**src/rtl/commit_ctrl_pkg.sv**
```systemverilog
// commit_ctrl_pkg
//   Shared definitions for the in-order commit controller: default widths,
//   bit offsets of the reorder-entry fields packed into rob_info, and the
//   commit FSM state encoding.
//
//   rob_info layout (LSB first):
//     [0]                         is_su
//     [1]                         is_branch
//     [2 +: rnbit]                rn   (rename copy index)
//     [2+rnbit +: 5]              rd0  (architectural destination)
//     [7+rnbit +: pcw]            pc
package commit_ctrl_pkg;

  localparam int DEF_RNBIT = 2;
  localparam int DEF_PCW   = 64;
  localparam int RD0_W     = 5;
  localparam int INSTRET_W = 64;

  localparam int IS_SU_OFF = 0;
  localparam int IS_BR_OFF = 1;
  localparam int RN_OFF    = 2;

  // Offsets of the fields above rn depend on the rename index width.
  function automatic int rd0_off(input int rnbit);
    return RN_OFF + rnbit;
  endfunction

  function automatic int pc_off(input int rnbit);
    return RN_OFF + rnbit + RD0_W;
  endfunction

  function automatic int info_w(input int rnbit, input int pcw);
    return pcw + RD0_W + rnbit + 2;
  endfunction

  typedef enum logic [1:0] {
    ST_RUN     = 2'd0,
    ST_WAIT_SU = 2'd1,
    ST_FLUSH   = 2'd2
  } commit_state_e;

endpackage

```
**src/rtl/commit_ctrl_instret.sv**
```systemverilog
// instret_cnt
//   Free-running retired-instruction counter. Adds one for every cycle in
//   which inc is high and wraps naturally modulo 2^W.
//
//   Ports:
//     CLK    in   clock, rising edge
//     RSTn   in   asynchronous active-low reset, clears the count
//     inc    in   one retire this cycle
//     count  out  current retired-instruction count
module instret_cnt
  import commit_ctrl_pkg::*;
#(
  parameter int W = INSTRET_W
) (
  input  logic         CLK,
  input  logic         RSTn,
  input  logic         inc,
  output logic [W-1:0] count
);

  always_ff @(posedge CLK or negedge RSTn) begin
    if (!RSTn) begin
      count <= '0;
    end else if (inc) begin
      count <= count + {{(W-1){1'b0}}, 1'b1};
    end
  end

endmodule

```
**src/rtl/commit_ctrl.sv**
```systemverilog
// commit_ctrl
//   In-order retire controller sitting at the head of an external reorder
//   FIFO. Decides each cycle whether the head entry may retire, pops it,
//   updates the architectural rename table, runs the store-commit handshake
//   with the LSU and raises a one-cycle flush after a mispredicted branch.
//   No reorder entries are stored here.
//
//   state      | meaning
//   -----------+-----------------------------------------------------------
//   ST_RUN     | normal retire; plain heads pop the cycle they are done
//   ST_WAIT_SU | store head offered to LSU, su_commit held until su_ack
//   ST_FLUSH   | mispredicted branch just retired, flush pulse for 1 cycle
//
//   Ports:
//     CLK, RSTn                  clock / async active-low reset
//     rob_vaild, rob_info        reorder FIFO head entry
//     commit_ready               pop strobe back to the reorder FIFO
//     wbLog                      writeback-done bit per {rd0,rn}
//     archi_vaild/_rd0/_rn       architectural rename-table update
//     bru_res_vaild/_mispredict  branch resolution for the head branch
//     su_commit, su_ack          store-commit handshake with the LSU
//     flush, flush_pc            flush pulse and pc of the flushing branch
//     minstret                   retired-instruction count
module commit_ctrl
  import commit_ctrl_pkg::*;
#(
  parameter int RNBIT = DEF_RNBIT,
  parameter int PCW   = DEF_PCW
) (
  input  logic                           CLK,
  input  logic                           RSTn,
  input  logic                           rob_vaild,
  input  logic [info_w(RNBIT, PCW)-1:0]  rob_info,
  output logic                           commit_ready,
  input  logic [(32 << RNBIT)-1:0]       wbLog,
  output logic                           archi_vaild,
  output logic [RD0_W-1:0]               archi_rd0,
  output logic [RNBIT-1:0]               archi_rn,
  input  logic                           bru_res_vaild,
  input  logic                           bru_mispredict,
  output logic                           su_commit,
  input  logic                           su_ack,
  output logic                           flush,
  output logic [PCW-1:0]                 flush_pc,
  output logic [INSTRET_W-1:0]           minstret
);

  localparam int IDXW = RD0_W + RNBIT;

  logic [PCW-1:0]   head_pc;
  logic [RD0_W-1:0] head_rd0;
  logic [RNBIT-1:0] head_rn;
  logic             head_br;
  logic             head_su;
  logic [IDXW-1:0]  wb_idx;
  logic             head_done;

  assign head_su  = rob_info[IS_SU_OFF];
  assign head_br  = rob_info[IS_BR_OFF];
  assign head_rn  = rob_info[RN_OFF +: RNBIT];
  assign head_rd0 = rob_info[rd0_off(RNBIT) +: RD0_W];
  assign head_pc  = rob_info[pc_off(RNBIT) +: PCW];

  // x0 never waits on writeback.
  assign wb_idx    = {head_rd0, head_rn};
  assign head_done = (head_rd0 == '0) | wbLog[wb_idx];

  commit_state_e state, state_nxt;
  logic [PCW-1:0] flush_pc_q;
  logic           pop;
  logic           store_req;
  logic           flush_go;

  always_comb begin
    pop       = 1'b0;
    store_req = 1'b0;
    flush_go  = 1'b0;
    state_nxt = state;
    case (state)
      ST_RUN: begin
        if (rob_vaild && head_done) begin
          if (head_br) begin
            // Branch heads wait for resolution; a stray bru_res_vaild
            // with any other head type falls through unused.
            if (bru_res_vaild) begin
              pop = 1'b1;
              if (bru_mispredict) begin
                flush_go  = 1'b1;
                state_nxt = ST_FLUSH;
              end
            end
          end else if (head_su) begin
            // Offer the store now; an ack in this same cycle is not taken.
            store_req = 1'b1;
            state_nxt = ST_WAIT_SU;
          end else begin
            pop = 1'b1;
          end
        end
      end
      ST_WAIT_SU: begin
        store_req = 1'b1;
        // The pop needs the entry still present; an ack that arrives while
        // the head is absent leaves the handshake pending.
        if (su_ack && rob_vaild) begin
          pop       = 1'b1;
          state_nxt = ST_RUN;
        end
      end
      ST_FLUSH: begin
        state_nxt = ST_RUN;
      end
      default: begin
        state_nxt = ST_RUN;
      end
    endcase
  end

  always_ff @(posedge CLK or negedge RSTn) begin
    if (!RSTn) begin
      state      <= ST_RUN;
      flush_pc_q <= '0;
    end else begin
      state <= state_nxt;
      if (flush_go) begin
        flush_pc_q <= head_pc;
      end
    end
  end

  // Strobes are qualified by RSTn so they drop the instant reset asserts,
  // even if a retire-able head is sitting at the FIFO output.
  assign commit_ready = pop & RSTn;
  assign archi_vaild  = pop & RSTn;
  assign su_commit    = store_req & RSTn;
  assign archi_rd0    = archi_vaild ? head_rd0 : '0;
  assign archi_rn     = archi_vaild ? head_rn : '0;
  assign flush        = (state == ST_FLUSH);
  assign flush_pc     = flush_pc_q;

  instret_cnt #(
    .W (INSTRET_W)
  ) u_instret_cnt (
    .CLK   (CLK),
    .RSTn  (RSTn),
    .inc   (commit_ready),
    .count (minstret)
  );

endmodule

```
**config.mk**
```make
export PLATFORM = sky130hd
export DESIGN_NAME = commit_ctrl
export DESIGN_NICKNAME = d
export VERILOG_FILES = /design/src/rtl/commit_ctrl_pkg.sv /design/src/rtl/commit_ctrl_instret.sv /design/src/rtl/commit_ctrl.sv
export SDC_FILE = /design/constraint.sdc
export NUM_CORES = 1
export LEC_CHECK = 0
export ABC_AREA = 1
export CORE_MARGIN = 2
export CORE_UTILIZATION = 48
export DETAILED_ROUTE_END_ITERATION = 12
export MAX_ROUTING_LAYER = met4
export PLACE_DENSITY = 0.95
export SETUP_SLACK_MARGIN = 0.02
export SLEW_MARGIN = 20
export SYNTH_ARGS = -nofsm -noshare
export SYNTH_HDL_FRONTEND = slang
export SYNTH_SLANG_ARGS = --single-unit
```
**constraint.sdc**
```tcl
create_clock -name CLK -period 5.1 [get_ports CLK]
set_clock_uncertainty 0.05 [all_clocks]
set_input_delay 1.02 -clock CLK [delete_from_list [all_inputs] [get_ports CLK]]
set_output_delay 1.02 -clock CLK [all_outputs]
set_load 0.01 [all_outputs]
```
==> flow_summary.ini <==
[timing]
setup_tns_ns = 0
rsz0062_at_grt = false
setup_ws_ns = 0.2233
worstMarginPinSlew_ns = 0.8084
fin_crit_sh_pct = 95.62
finalSetupViolCount = 0
relSlewSlack_pct = 46.11
clock.fmax_ghz = 0.2051
period_needed_ns = 4.877
slew_viol_final = 0
hold_viol_final = 0

[die]
die_h_um = 136.5
core_area_sq_um = 17240
fp.dieW_um = 136.5
core.rowCount = 48
die_area_sq_um = 18620
ios = 346
initial_core_util_pct = 48.85

[hold_path]
min_path_type = input pin to async pin

[final_layout]
nets = 1789
n_fill_cell = 1354
postLayoutCellArea_sq_um = 12510
syn2layout_area_growth_pct = 48.57
drive_gt1_share_pct = 3.827
diodes = 0
fin_util_pct = 72.58

[placement]
placed_area_sq_um = 11930
port_buffers = 341
place_ws_ns = 0.2802
gp_congestion = 0.9614
dp_hpwl_mm = 23.79

[setup_path]
reg2reg_from = u_instret_cnt.count[0]
crit_required_ns = 4.03
r2r_cells = 10
critPathKind = input pin to output port
path_max_fanout = 29
critPathLaunchType = input pin
cp-startpoint = rob_info[3]
end_kind = output port
arrival_ns = 3.81
reg2reg_slack_ns = 2.10
r2r-end = u_instret_cnt.count[62]

[cts]
cts.reportedPaths.clkPinSlew_ns = 0.07
cts_tree = yes
clock_latency_ns = 0.42
numCtsBuffers = 17
hold_buffers = 0
cts.sinks = 130
cts_root_buffer = clkbuf_16
cts_setup_buffers = 0
ctsResizeCount = 0
clock_path_buffers = 2
htreeDepth = 4

[pwr]
intPower_mw = 2.438
power_mw = 3.510
combPwrFrac_pct = 28.0
switching_share_pct = 30.54
power.density_nw_per_um2 = 280.5
leakagePower_nw = 5.876
ir_drop_uv = 286.3
clock_power_share_pct = 34.8
seq_power_share_pct = 37.1
power.net_switching_mw = 1.072

[synthesis]
synthDistinctLibCells = 29
synthMuxAreaShare_pct = 0
syn_area_per_cell_sq_um = 6.625
synth_seq_cells = 130
synth_adder_area_share_pct = 0.1486
synth_top_family_by_area = simple AND/OR/NAND/NOR gates
ys_seq_area_share_pct = 38.63
synth-xor-area-share_pct = 6.449
synth_cells = 1271
syn_nets = 1479
yosysWarnings = 0
yosys.area_share.simple_pct = 44.93
synth-compound-area-share_pct = 2.051
netlist_area_sq_um = 8421

[grt]
grt_pass1_wl_mm = 48.20
grt_overflow_total = 0
grtUsageTotal_pct = 34.62
grt_pass1_vias = 9240
grt_antenna_before_repair = 0
grt_max_degree = 96

[job]
cap_viol_max_count = 0

[drt]
wl_mm = 31.49
drc = 0
post_drt_wl_per_cell_um = 17.31
num_vias = 9841
drtPass1Iterations = 8
antenna_left = 0
avgViaCountPerCell = 5.410
drt-initial-drc-count = 890

[outcome]
outcome = finished, final reports clean
-- cell usage after synthesis --
cell type / count / area, sq um
clkinv_1: 1 / 3.750
or3_1: 1 / 6.260
ha_1: 1 / 12.51
nor4_1: 12 / 75.07
o21ai_0: 12 / 60.06
a21boi_0: 1 / 7.510
and3_1: 1 / 6.260
or2_2: 1 / 6.260
nor2_2: 1 / 6.260
o21ai_1: 13 / 65.06
clkbuf_1: 19 / 71.32
xor2_1: 42 / 367.9
dfrtp_1: 130 / 3253
buf_1: 2 / 7.510
inv_1: 75 / 281.5
nand3b_1: 3 / 22.52
and2_1: 1 / 6.260
buf_4: 11 / 82.58
a21oi_1: 8 / 40.04
nand4_1: 23 / 143.9
xnor2_1: 20 / 175.2
nor3_1: 27 / 135.1
buf_6: 3 / 33.78
nand3_1: 212 / 1061
nor3_2: 1 / 10.01
nand2_1: 478 / 1794
buf_2: 32 / 160.2
nor2_1: 136 / 510.5
inv_2: 4 / 15.01
-- power by group through the flow --
stage	registers (mW)	logic [mW]	clock network [mW]
after global routing	1.32	1.06	1.27
final	1.30	0.983	1.22
after global placement	1.30	0.952	0
after CTS	1.30	0.985	1.23
after floorplan	1.37	0.296	0
after detailed placement	1.31	0.976	0
-- logic make-up (layout without fill, tap and decap cells) --
| family | count (synthesis) | count (layout) |
|---|---|---|
| AO/OA/AOI/OAI | 34 | 34 |
| XOR/XNOR | 62 | 62 |
| adder cells (fa/ha/maj) | 1 | 1 |
| buffers and inverters | 147 | 470 |
| flip-flops | 130 | 130 |
| AND/OR/NAND/NOR | 897 | 897 |
-- critical path, cell delays in order --
cell,delay [ns]
clkdlybuf4s50_1,0.43
inv_2,0.41
buf_4,0.23
nand2_1,0.06
a21oi_1,0.19
nor2_1,0.06
nand2_1,0.05
nand3_1,0.07
nand3_1,0.13
nand4_1,0.11
nand2_2,0.09
nand2_2,0.19
nor2_1,0.20
clkdlybuf4s50_1,0.55
-- through the flow --
stage / hold slack, ns / instances
final: 0.4203 / 1819
after global routing: 0.4281 / 1819
after CTS: 0.4217 / 1819
after detailed placement: 0.4115 / 1787
after global placement: 0.4024 / 1787
after floorplan: 0.4557 / 1271
-- worst max-delay path by stage --
stage / slack (ns) / to / depth (start not counted)
2_1_floorplan: 1.44 / su_commit / 14
3_3_place_gp: 0.31 / archi_rd0[2] / 14
3_5_place_dp: 0.28 / archi_rd0[2] / 14
4_1_cts: 0.27 / archi_rd0[2] / 14
5_1_grt: 0.1 / archi_rd0[2] / 14
6_report: 0.22 / archi_rd0[2] / 14
-- cells in the final DEF (no fill, tap or decap), types with 3 or more instances in the layout --
cell             synthesis  routed
nand2_1                478     475
clkdlybuf4s50_1          0     339
nand3_1                212     212
nor2_1                 136     135
dfrtp_1                130     130
inv_1                   75      75
xor2_1                  42      42
nor3_1                  27      27
nand4_1                 23      23
xnor2_1                 20      20
clkbuf_16                0      17
buf_4                   11      14
o21ai_1                 13      13
nor4_1                  12      12
o21ai_0                 12      12
a21oi_1                  8       8
inv_6                    0       6
inv_2                    4       4
nand3b_1                 3       3
nand2_2                  0       3
clkinvlp_4               0       3
-- cell type report --
class | count | area, sq um | share of cell area [%]
multi-input cells | 994 | 4528 | 36.19
repair buffers | 358 | 3566 | 28.50
clock buffers | 19 | 432.9 | 3.460
clock inverters | 13 | 148.9 | 1.190
well taps | 225 | 281.5 | 2.250
flip-flops and latches | 130 | 3253 | 26.00
inverters | 80 | 300.3 | 2.400
-- per-layer routing --
layer	up-vias	track usage (%)	part of all wire, %	routed length [um]
li1	4680	-	-	-
met1	4575	44.71	40	12690
met2	519	55.28	48	15160
met3	67	7.010	8.9	2792
met4	0	9.954	2.7	845
met5	-	-	0	0
-- registers in the layout, indices dropped and copies added (netlist names) --
name                 cells
u_instret_cnt.count     64
state                    2
flush_pc                64
Power figures use the tool's default switching activity.
